## src/rtl/bus_arbiter_if.sv

```systemverilog
// ---------------------------------------------------------------------------
// bus_arbiter_if
//
// Word-wide valid/ready external bus shared by the fetch and memory ports.
//
// Signals:
//   ext_address  32  word-aligned bus address           (master -> slave)
//   ext_wdata    32  lane-steered write data            (master -> slave)
//   ext_wstrb     4  byte write enables                 (master -> slave)
//   ext_write     1  1 = write, 0 = read                (master -> slave)
//   ext_valid     1  request valid                      (master -> slave)
//   ext_ready     1  completion, read data valid now    (slave -> master)
//   ext_rdata    32  read data                          (slave -> master)
// ---------------------------------------------------------------------------
interface bus_arbiter_if;
    logic [31:0] ext_address;
    logic [31:0] ext_wdata;
    logic [3:0]  ext_wstrb;
    logic        ext_write;
    logic        ext_valid;
    logic        ext_ready;
    logic [31:0] ext_rdata;

    modport master (
        output ext_address,
        output ext_wdata,
        output ext_wstrb,
        output ext_write,
        output ext_valid,
        input  ext_ready,
        input  ext_rdata
    );

    modport slave (
        input  ext_address,
        input  ext_wdata,
        input  ext_wstrb,
        input  ext_write,
        input  ext_valid,
        output ext_ready,
        output ext_rdata
    );
endinterface

```

## src/rtl/bus_arbiter.sv

```systemverilog
// ---------------------------------------------------------------------------
// bus_arbiter
//
// Shares one external valid/ready bus between the pipeline fetch port
// (read-only, always requesting) and the load/store memory port. Performs
// byte-lane steering for stores and byte/half extraction with optional sign
// extension for loads. Completion strobes are suppressed when the pipeline
// has changed its request since the grant (stale access).
//
// Parameters:
//   ROUND_ROBIN   0 = memory port always wins contention,
//                 1 = alternate grants when both ports contend in IDLE
//
// Ports:
//   clk, reset            clock, asynchronous active-high reset
//   fetch_address  in 32  instruction address
//   fetch_data     out 32 instruction word (valid with fetch_ready)
//   fetch_ready    out 1  one-cycle fetch completion strobe
//   mem_address    in 32  byte address of load/store
//   mem_store_data in 32  right-aligned store data
//   mem_size       in 2   0 = byte, 1 = half, 2/3 = word
//   mem_signed     in 1   sign-extend load data
//   mem_load       in 1   load request
//   mem_store      in 1   store request (wins over mem_load)
//   mem_load_data  out 32 extended load result (valid with mem_ready)
//   mem_ready      out 1  one-cycle memory completion strobe
//   bus            master side of the external bus
// ---------------------------------------------------------------------------
module bus_arbiter #(
    parameter bit ROUND_ROBIN = 1'b0
) (
    input  logic                 clk,
    input  logic                 reset,
    input  logic [31:0]          fetch_address,
    output logic [31:0]          fetch_data,
    output logic                 fetch_ready,
    input  logic [31:0]          mem_address,
    input  logic [31:0]          mem_store_data,
    input  logic [1:0]           mem_size,
    input  logic                 mem_signed,
    input  logic                 mem_load,
    input  logic                 mem_store,
    output logic [31:0]          mem_load_data,
    output logic                 mem_ready,
    bus_arbiter_if.master        bus
);

    typedef enum logic [1:0] {
        IDLE  = 2'd0,
        FETCH = 2'd1,
        MEM   = 2'd2
    } state_e;

    typedef enum logic {
        GRANT_FETCH = 1'b0,
        GRANT_MEM   = 1'b1
    } grant_e;

    state_e      state_q, state_d;
    grant_e      last_grant_q, last_grant_d;

    logic [31:0] lat_addr_q, lat_addr_d;
    logic [1:0]  lat_size_q, lat_size_d;
    logic        lat_signed_q, lat_signed_d;
    logic        lat_kind_q, lat_kind_d;

    logic [31:0] ext_address_q, ext_address_d;
    logic [31:0] ext_wdata_q, ext_wdata_d;
    logic [3:0]  ext_wstrb_q, ext_wstrb_d;
    logic        ext_write_q, ext_write_d;
    logic        ext_valid_q, ext_valid_d;

    logic        mem_req;
    logic        fetch_req;
    logic        grant_mem;
    logic [3:0]  store_wstrb;
    logic [31:0] store_wdata;
    logic [7:0]  load_byte;
    logic [15:0] load_half;

    assign mem_req   = mem_load | mem_store;
    // The fetch port has no request line: it is pending whenever the core
    // is out of reset.
    assign fetch_req = ~reset;

    // Memory wins unless round-robin is on and it was served last while
    // fetch is also waiting.
    assign grant_mem = mem_req &&
                       ((ROUND_ROBIN == 1'b0) ||
                        (last_grant_q == GRANT_FETCH) ||
                        !fetch_req);

    // Store lane steering: replicate the narrow datum across all lanes so
    // the strobe alone selects the target bytes.
    always_comb begin
        store_wstrb = 4'b1111;
        store_wdata = mem_store_data;
        case (mem_size)
            2'd0: begin
                store_wstrb = 4'b0001 << mem_address[1:0];
                store_wdata = {4{mem_store_data[7:0]}};
            end
            2'd1: begin
                store_wstrb = mem_address[1] ? 4'b1100 : 4'b0011;
                store_wdata = {2{mem_store_data[15:0]}};
            end
            default: begin
                store_wstrb = 4'b1111;
                store_wdata = mem_store_data;
            end
        endcase
    end

    // Next-state logic for the arbiter and its registered bus outputs.
    always_comb begin
        state_d       = state_q;
        last_grant_d  = last_grant_q;
        lat_addr_d    = lat_addr_q;
        lat_size_d    = lat_size_q;
        lat_signed_d  = lat_signed_q;
        lat_kind_d    = lat_kind_q;
        ext_address_d = ext_address_q;
        ext_wdata_d   = ext_wdata_q;
        ext_wstrb_d   = ext_wstrb_q;
        ext_write_d   = ext_write_q;
        ext_valid_d   = ext_valid_q;

        case (state_q)
            IDLE: begin
                if (grant_mem) begin
                    state_d       = MEM;
                    lat_addr_d    = mem_address;
                    lat_size_d    = mem_size;
                    lat_signed_d  = mem_signed;
                    lat_kind_d    = mem_store;
                    ext_address_d = {mem_address[31:2], 2'b00};
                    ext_write_d   = mem_store;
                    ext_wstrb_d   = mem_store ? store_wstrb : 4'b0000;
                    ext_wdata_d   = mem_store ? store_wdata : 32'h0;
                    ext_valid_d   = 1'b1;
                end else if (fetch_req) begin
                    state_d       = FETCH;
                    lat_addr_d    = fetch_address;
                    lat_size_d    = 2'd2;
                    lat_signed_d  = 1'b0;
                    lat_kind_d    = 1'b0;
                    ext_address_d = {fetch_address[31:2], 2'b00};
                    ext_write_d   = 1'b0;
                    ext_wstrb_d   = 4'b0000;
                    ext_wdata_d   = 32'h0;
                    ext_valid_d   = 1'b1;
                end
            end
            FETCH, MEM: begin
                // Request stays on the bus until the slave accepts it; a
                // stale access still completes, only its strobe is dropped.
                if (bus.ext_ready) begin
                    ext_valid_d  = 1'b0;
                    state_d      = IDLE;
                    last_grant_d = (state_q == MEM) ? GRANT_MEM : GRANT_FETCH;
                end
            end
            default: begin
                state_d     = IDLE;
                ext_valid_d = 1'b0;
            end
        endcase
    end

    always_ff @(posedge clk or posedge reset) begin
        if (reset) begin
            state_q       <= IDLE;
            last_grant_q  <= GRANT_FETCH;
            lat_addr_q    <= 32'h0;
            lat_size_q    <= 2'd0;
            lat_signed_q  <= 1'b0;
            lat_kind_q    <= 1'b0;
            ext_address_q <= 32'h0;
            ext_wdata_q   <= 32'h0;
            ext_wstrb_q   <= 4'b0000;
            ext_write_q   <= 1'b0;
            ext_valid_q   <= 1'b0;
        end else begin
            state_q       <= state_d;
            last_grant_q  <= last_grant_d;
            lat_addr_q    <= lat_addr_d;
            lat_size_q    <= lat_size_d;
            lat_signed_q  <= lat_signed_d;
            lat_kind_q    <= lat_kind_d;
            ext_address_q <= ext_address_d;
            ext_wdata_q   <= ext_wdata_d;
            ext_wstrb_q   <= ext_wstrb_d;
            ext_write_q   <= ext_write_d;
            ext_valid_q   <= ext_valid_d;
        end
    end

    assign bus.ext_address = ext_address_q;
    assign bus.ext_wdata   = ext_wdata_q;
    assign bus.ext_wstrb   = ext_wstrb_q;
    assign bus.ext_write   = ext_write_q;
    assign bus.ext_valid   = ext_valid_q;

    // Load extraction uses the offset latched at grant time, not the live
    // address, so the result matches the access actually on the bus.
    always_comb begin
        load_byte = bus.ext_rdata[7:0];
        case (lat_addr_q[1:0])
            2'd0:    load_byte = bus.ext_rdata[7:0];
            2'd1:    load_byte = bus.ext_rdata[15:8];
            2'd2:    load_byte = bus.ext_rdata[23:16];
            default: load_byte = bus.ext_rdata[31:24];
        endcase
        load_half = lat_addr_q[1] ? bus.ext_rdata[31:16] : bus.ext_rdata[15:0];

        mem_load_data = bus.ext_rdata;
        case (lat_size_q)
            2'd0:    mem_load_data = lat_signed_q ? {{24{load_byte[7]}}, load_byte}
                                                  : {24'h0, load_byte};
            2'd1:    mem_load_data = lat_signed_q ? {{16{load_half[15]}}, load_half}
                                                  : {16'h0, load_half};
            default: mem_load_data = bus.ext_rdata;
        endcase
    end

    assign fetch_data = bus.ext_rdata;

    // Strobes fire only if the pipeline still asks for the granted access.
    assign fetch_ready = !reset && (state_q == FETCH) && bus.ext_ready &&
                         (fetch_address == lat_addr_q);

    assign mem_ready = !reset && (state_q == MEM) && bus.ext_ready && mem_req &&
                       (mem_address == lat_addr_q) && (mem_store == lat_kind_q);

endmodule

```

## src/flat_wrapper.sv

```systemverilog
// flat-port wrapper written by rule: the top's interface ports become plain ports
module bus_arbiter_flat 
#(
    parameter bit ROUND_ROBIN = 1'b0
)
  (clk, reset, fetch_address, fetch_data, fetch_ready, mem_address, mem_store_data, mem_size, mem_signed, mem_load, mem_store, mem_load_data, mem_ready, bus_ext_address, bus_ext_wdata, bus_ext_wstrb, bus_ext_write, bus_ext_valid, bus_ext_ready, bus_ext_rdata);
  bus_arbiter_if bus_i ();
  input  logic clk;
  input  logic reset;
  input  logic [31:0] fetch_address;
  output logic [31:0] fetch_data;
  output logic fetch_ready;
  input  logic [31:0] mem_address;
  input  logic [31:0] mem_store_data;
  input  logic [1:0] mem_size;
  input  logic mem_signed;
  input  logic mem_load;
  input  logic mem_store;
  output logic [31:0] mem_load_data;
  output logic mem_ready;
  output wire logic [$bits(bus_i.ext_address)-1:0] bus_ext_address;
  output wire logic [$bits(bus_i.ext_wdata)-1:0] bus_ext_wdata;
  output wire logic [$bits(bus_i.ext_wstrb)-1:0] bus_ext_wstrb;
  output wire logic [$bits(bus_i.ext_write)-1:0] bus_ext_write;
  output wire logic [$bits(bus_i.ext_valid)-1:0] bus_ext_valid;
  input wire logic [$bits(bus_i.ext_ready)-1:0] bus_ext_ready;
  input wire logic [$bits(bus_i.ext_rdata)-1:0] bus_ext_rdata;
  assign bus_ext_address = bus_i.ext_address;
  assign bus_ext_wdata = bus_i.ext_wdata;
  assign bus_ext_wstrb = bus_i.ext_wstrb;
  assign bus_ext_write = bus_i.ext_write;
  assign bus_ext_valid = bus_i.ext_valid;
  assign bus_i.ext_ready = bus_ext_ready;
  assign bus_i.ext_rdata = bus_ext_rdata;
  bus_arbiter #(.ROUND_ROBIN(ROUND_ROBIN)) u_core (.clk(clk), .reset(reset), .fetch_address(fetch_address), .fetch_data(fetch_data), .fetch_ready(fetch_ready), .mem_address(mem_address), .mem_store_data(mem_store_data), .mem_size(mem_size), .mem_signed(mem_signed), .mem_load(mem_load), .mem_store(mem_store), .mem_load_data(mem_load_data), .mem_ready(mem_ready), .bus(bus_i));
endmodule
```

## config.mk

```make
export PLATFORM = sky130hd
export DESIGN_NAME = bus_arbiter_flat
export DESIGN_NICKNAME = d
export VERILOG_FILES = /design/src/rtl/bus_arbiter_if.sv /design/src/rtl/bus_arbiter.sv /design/src/flat_wrapper.sv
export SDC_FILE = /design/constraint.sdc
export NUM_CORES = 1
export LEC_CHECK = 0
export ABC_AREA = 1
export CAP_MARGIN = 15
export CORE_MARGIN = 2
export CORE_UTILIZATION = 42
export CTS_CLUSTER_DIAMETER = 200
export DETAILED_ROUTE_END_ITERATION = 8
export GPL_ROUTABILITY_DRIVEN = 0
export PLACE_DENSITY = 0.82
export SYNTH_ARGS = -nofsm -noshare
export SYNTH_HDL_FRONTEND = slang
export SYNTH_SLANG_ARGS = --single-unit
```

## constraint.sdc

```tcl
create_clock -name clk -period 2.7 [get_ports clk]
set_input_delay 0.54 -clock clk [delete_from_list [all_inputs] [get_ports clk]]
set_output_delay 0.54 -clock clk [all_outputs]
set_load 0.1 [all_outputs]
```

==> results of run 1 <==
stage by stage:
stage               setup TNS, ns  setup WS [ns]  util, %  instance area (um^2)
finish                          0         0.0982     66.2                  9080
global route                    0         0.0274     66.2                  9080
CTS                             0         0.0714     66.2                  9080
detailed placement         -0.166        -0.0331     63.7                  8740
global placement                0        0.00462     63.7                  8740
floorplan                   -1.62         -0.226        -                  5830
how the worst max path moves through the flow:
| stage | slack (ns) | startpoint | end |
|---|---|---|---|
| 6_report | 0.1 | mem_address[25] | mem_ready |
| 5_1_grt | 0.03 | mem_address[1] | mem_ready |
| 4_1_cts | 0.07 | u_core.lat_addr_q[1] | mem_load_data[10] |
| 3_5_place_dp | -0.03 | bus_ext_rdata[31] | mem_load_data[8] |
| 3_3_place_gp | 0.005 | bus_ext_rdata[31] | mem_load_data[10] |
| 2_1_floorplan | -0.23 | u_core.lat_size_q[1] | mem_load_data[0] |
cells by family (layout without fill, tap and decap cells):
kind of cell    Yosys count  count (layout)  share of synthesized area, %
flops                    75              75                          32.3
simple gates            389             389                          29.2
fa+ha+maj                 3               3                         0.645
buf+inv                 191             403                          18.2
compound gates          151             151                          15.7
xor+xnor                 16              16                          2.41
other cells               1               2                        0.0645
mux                       9               9                          1.55
cell usage after synthesis, types with 3 or more instances:
master	count	area, um^2
o21ai_0	70	350
buf_6	4	45.0
clkbuf_1	9	33.8
a21oi_1	5	25.0
nor2_1	52	195
buf_2	15	75.1
a21boi_0	7	52.6
inv_2	5	18.8
nand2_1	279	1050
nand3_1	19	95.1
dfrtp_1	75	1880
o22ai_1	6	37.5
mux2i_1	9	90.1
o21ai_1	14	70.1
buf_4	66	495
xor2_1	4	35.0
inv_1	89	334
o221ai_1	11	96.3
or2_2	9	56.3
nand3_2	19	190
a31oi_1	6	37.5
nand2_4	3	33.8
ha_1	3	37.5
o211ai_1	27	203
xnor2_1	12	105
area by class of cell:
type | instances | area (um^2) | area share [%]
sequential | 75 | 1880 | 20.7
timing repair buffer | 293 | 3390 | 37.3
clock inverter | 7 | 116 | 1.28
multi-input combinational | 570 | 2890 | 31.8
inverter | 94 | 357 | 3.93
clock buffer | 9 | 225 | 2.48
tap | 180 | 225 | 2.48
layer usage:
metal / track usage [%] / wire length [um] / vias up
li1: - / - / 3034
met1: 30.8 / 7540 / 2906
met2: 45.6 / 9660 / 318
met3: 8.90 / 2000 / 61
met4: 12.2 / 828 / 0
met5: 0 / 0 / -
state kept, by name (all words and copies together), names as in the netlist:
name,cells
u_core.bus.ext_wdata,32
u_core.lat_signed_q,1
u_core.bus.ext_address,1
u_core.lat_addr_q,31
u_core.state_q,2
u_core.bus.ext_write,1
u_core.bus.ext_valid,1
u_core.bus.ext_wstrb,4
u_core.lat_size_q,2
worst max-delay path, delay by kind of cell:
family / cells / cell delay, ns
buffers and inverters: 3 / 0.80
AND/OR/NAND/NOR: 7 / 0.73
timing repair:
item                                    CTS  global route
endpoints found under the setup margin   17             6
gates resized for setup                   1             4
gates cloned                              0             0
hold endpoints to repair                  0             0
pin swaps                                 0             2
==> results.ini, run 1 <==
[run_status]
status=completed

[min_path]
hold_start=u_core.bus.ext_wdata[24]
hold_class=reg -> reg
whs_endpoint=u_core.bus.ext_wdata[24]
hold-path-cell-count=2

[setup_path]
cpMostUsedCell=nand2_1
r2r_start=u_core.state_q[0]
cp_max_fo=2
critPathSlowestCell=clkdlybuf4s50_1
crit_required_ns=2.16
setup.worst_path.end_class=output port
critPathArrivalTime_ns=2.06
slowest_delay_ns=0.53
r2r_end=u_core.bus.ext_wdata[6]
cp_cell_sequence=clkdlybuf4s50_1 -> inv_1 -> nand2_1 -> nand2_1 -> nor2_1 -> nand2_1 -> nor2_1 -> nand3_1 -> nor2_2 -> buf_12
criticalPathCategory=in -> out
critPathLaunchType=input port
rr_worst_depth=8
regToRegSetupSlack_ns=0.92

[clocking]
hold_buffers=0
clk_pin_slew_ns=0.06
cts_tree=done
cts_root_buf=clkbuf_16
numCtsBuffers=9
cts-htree-levels=3
clkLatencyLatePin_ns=0.34
clock_path_buffers=2
cts_sinks=75
cts_setup_buffers=0

[final_layout]
area_growth_pct=56.1
nets=1182
layout_common_cells=nand2_1 (279), clkdlybuf4s50_1 (133), buf_4 (90)
drive_above_1_share_pct=21.3
final_common_cell=nand2_1
fill_cells=1121
fin_cells=1228
antenna_cells=0

[floorplan]
pin_count=272
die_w_um=122
coreArea_um2=13700
dieArea_um2=14800
rows=43
die_y_um=122
start_util_pct=42.4

[global_routing]
antenna_found_initial=0
grt_max_degree=76
grt_pass1_vias=6110
grtUsageTotal_pct=26.9
grt_first_pass_wirelength_mm=31.0
grt.overflow.total=0

[flow_run]
cap_violations=0

[detailed_routing]
drt-total-wl_mm=20.0
vias=6319
drc=0
drt_iter0_drc=436
postRouteAntennaNets=0
routedWlPerCell_um=16.3
first_pass_iters=5
via_per_inst=5.15

[placement]
hpwl_mm=15.7
portBuffers=269
dpl.cell_count=1212

[yosys]
yosysSeqAreaShare_pct=32.3
async_reset_ff_share_pct=100
syn_inst=835
synth_cell_types=38
ys_ff_latch=75
avgSynthCellArea_um2=6.97
ys.warnings.count=0
syn_area_um2=5820
synth_edf_count=0
ys.flop_type=dfrtp_1

[sta]
slew_violations=0
slew_headroom_pct=32.8
rsz0062_at_grt=no
finalHoldViolations=0
max_freq_mhz=384
post-route-min-period_ns=2.60
holdWs_ns=0.484
skew_ns=0.00586
setup_viol=0
worstMarginPinSlew_ns=1.01
min_period_over_period_pct=96.4

Power of run 1 is not shown: default switching activity piles up to over one toggle a cycle in this logic, so the estimate is an artifact.
==> run 2: changes to the inputs <==
GPL_TIMING_DRIVEN = 0   (was not set)
MAX_ROUTING_LAYER = met4   (was not set)
REMOVE_ABC_BUFFERS = 1   (was not set)
==> results.ini, run 2 (same netlist as run 1, synthesis figures left out) <==
[run_status]
status=completed  ; unchanged

[placement]
dp_worst_setup_slack_ns=-1.43  ; was -0.0331 ns
portBuffers=269  ; unchanged
dpl.cell_count=1189  ; was 1212
hpwl_mm=14.5  ; was 15.7 mm

[final_layout]
nets=1171  ; was 1182
layout_common_cells=nand2_1 (278), clkdlybuf4s50_1 (201), inv_1 (87)  ; was nand2_1 (279), clkdlybuf4s50_1 (133), buf_4 (90)
final_common_cell=nand2_1  ; unchanged
area_growth_pct=47.4  ; was 56.1%
fin_cells=1217  ; was 1228
fill_cells=1246  ; was 1121
drive_above_1_share_pct=11.3  ; was 21.3%
regArea_um2=1880  ; about the same
multiInputGateArea_um2=2990  ; was 2890 um^2
largest_reg_flops=32  ; unchanged

[sta]
slew_headroom_pct=26.4  ; was 32.8%
worstMarginPinSlew_ns=1.10  ; was 1.01 ns
min_period_over_period_pct=99.8  ; was 96.4%
rsz0062_at_grt=yes  ; was no
holdWs_ns=0.478  ; was 0.484 ns
finalHoldViolations=0  ; unchanged
skew_ns=0.00971  ; was 0.00586 ns
setup_ws_ns=0.00666  ; was 0.0982 ns
setup_viol=0  ; unchanged
slew_violations=0  ; unchanged
post-route-min-period_ns=2.69  ; was 2.60 ns
max_freq_mhz=371  ; was 384 MHz

[setup_path]
critPathLaunchType=input port  ; unchanged
cp_cell_sequence=clkdlybuf4s50_1 -> or2_4 -> o21ai_2 -> inv_2 -> nand3_4 -> nand3_1 -> buf_8  ; was clkdlybuf4s50_1 -> inv_1 -> nand2_1 -> nand2_1 -> nor2_1 -> nand2_1 -> nor2_1 -> nand3_1 -> nor2_2 -> buf_12
cp_max_fo=12  ; was 2
setup.worst_path.end_class=output port  ; unchanged
crit_start=bus_ext_rdata[31]  ; was mem_address[25]
crit_required_ns=2.16  ; about the same
critPathArrivalTime_ns=2.15  ; was 2.06 ns
slowest_delay_ns=0.54  ; was 0.53 ns
r2r_start=u_core.state_q[0]  ; unchanged
critPathSlowestCell=clkdlybuf4s50_1  ; unchanged
criticalPathCategory=in -> out  ; unchanged

[min_path]
hold_class=reg -> reg  ; unchanged
hold_start=u_core.bus.ext_wdata[15]  ; was u_core.bus.ext_wdata[24]

[detailed_routing]
drt_iter0_drc=401  ; was 436
drt-total-wl_mm=20.7  ; was 20.0 mm
drc=0  ; unchanged
via_per_inst=5.11  ; was 5.15
first_pass_iters=5  ; unchanged
vias=6221  ; was 6319
postRouteAntennaNets=0  ; unchanged
routedWlPerCell_um=17.0  ; was 16.3 um

[clocking]
clkLatencyLatePin_ns=0.34  ; about the same
numCtsBuffers=9  ; unchanged
clk_pin_slew_ns=0.06  ; about the same
clock_path_buffers=2  ; unchanged
cts_root_buf=clkbuf_16  ; unchanged
cts_tree=done  ; unchanged
cts-htree-levels=3  ; unchanged
cts_sinks=75  ; unchanged

[global_routing]
antenna_found_initial=1  ; was 0
grt_max_degree=72  ; was 76
grtUsageTotal_pct=26.6  ; was 26.9%
grt_first_pass_wirelength_mm=29.4  ; was 31.0 mm
grt.overflow.total=0  ; unchanged
grt_pass1_vias=5588  ; was 6110

[floorplan]
rows=43  ; unchanged
start_util_pct=42.4  ; unchanged
die_y_um=122  ; unchanged
pin_count=272  ; unchanged
coreArea_um2=13700  ; unchanged
dieArea_um2=14800  ; unchanged
die_w_um=122  ; unchanged

[flow_run]
cap_violations=0  ; unchanged

[run 2: cell count changes in the layout (fill, tap and decap cells not counted), sizes merged, moves of 2 or more]
cell           before  now
buf               158   41
clkdlybuf4s50     133  201
dlygate4sd2         1   32
nand2             284  288
clkbuf              9   11
[run 2: path summary, 6_finish.rpt]
check,cells after the start,slack (ns),end
worst max-delay path,7,0.007,mem_load_data[10]
worst min-delay path,2,0.48,u_core.bus.ext_wdata[15]
worst max register to register,8,0.82,u_core.bus.ext_wdata[8]
worst min register to register,2,0.48,u_core.bus.ext_wdata[15]
max in group asynchronous,3,1.54,u_core.lat_addr_q[22]
min in group asynchronous,2,0.56,u_core.lat_addr_q[18]
[run 2: worst max-delay path: cells and delay by family]
kind	cells	cell delay, ns
simple gates	3	0.66
buf+inv	3	0.84
compound gates	1	0.12
[run 2: metrics by stage]
| stage | cell area (um^2) | utilization [%] | TNS (ns) |
|---|---|---|---|
| 2_1_floorplan | 5120 | - | -55.92 |
| 3_3_place_gp | 8030 | 58.6 | -308.62 |
| 3_5_place_dp | 8060 | 58.8 | -75.29 |
| 4_1_cts | 8350 | 60.9 | -0.0706 |
| 5_1_grt | 8570 | 62.5 | -0.142 |
| 6_report | 8570 | 62.5 | 0 |
[run 2: cell type report]
class                      count  share of cell area (%)
antenna                        1                  0.0292
clock buffer                  10                    2.79
clock inverter                 5                   0.905
inverter                      94                    4.22
multi-input combinational    575                    34.9
sequential                    75                    22.0
tap                          180                    2.63
timing repair buffer         277                    32.6
[run 2: repair_timing]
action,CTS,global route
pin swaps,0,2
cloned,1,4
setup endpoints to repair,107,73
buffers inserted,3,4
hold buffers,0,0
resized for setup,249,39
[run 2: layer usage]
layer	vias to the layer above	track usage (%)	wire length (um)
met5	-	-	0
met4	0	11.8	850
met3	51	4.45	1400
met2	276	44.3	10000
met1	2870	31.7	8380
li1	3024	-	-
Power of run 2 is left out for the same reason.
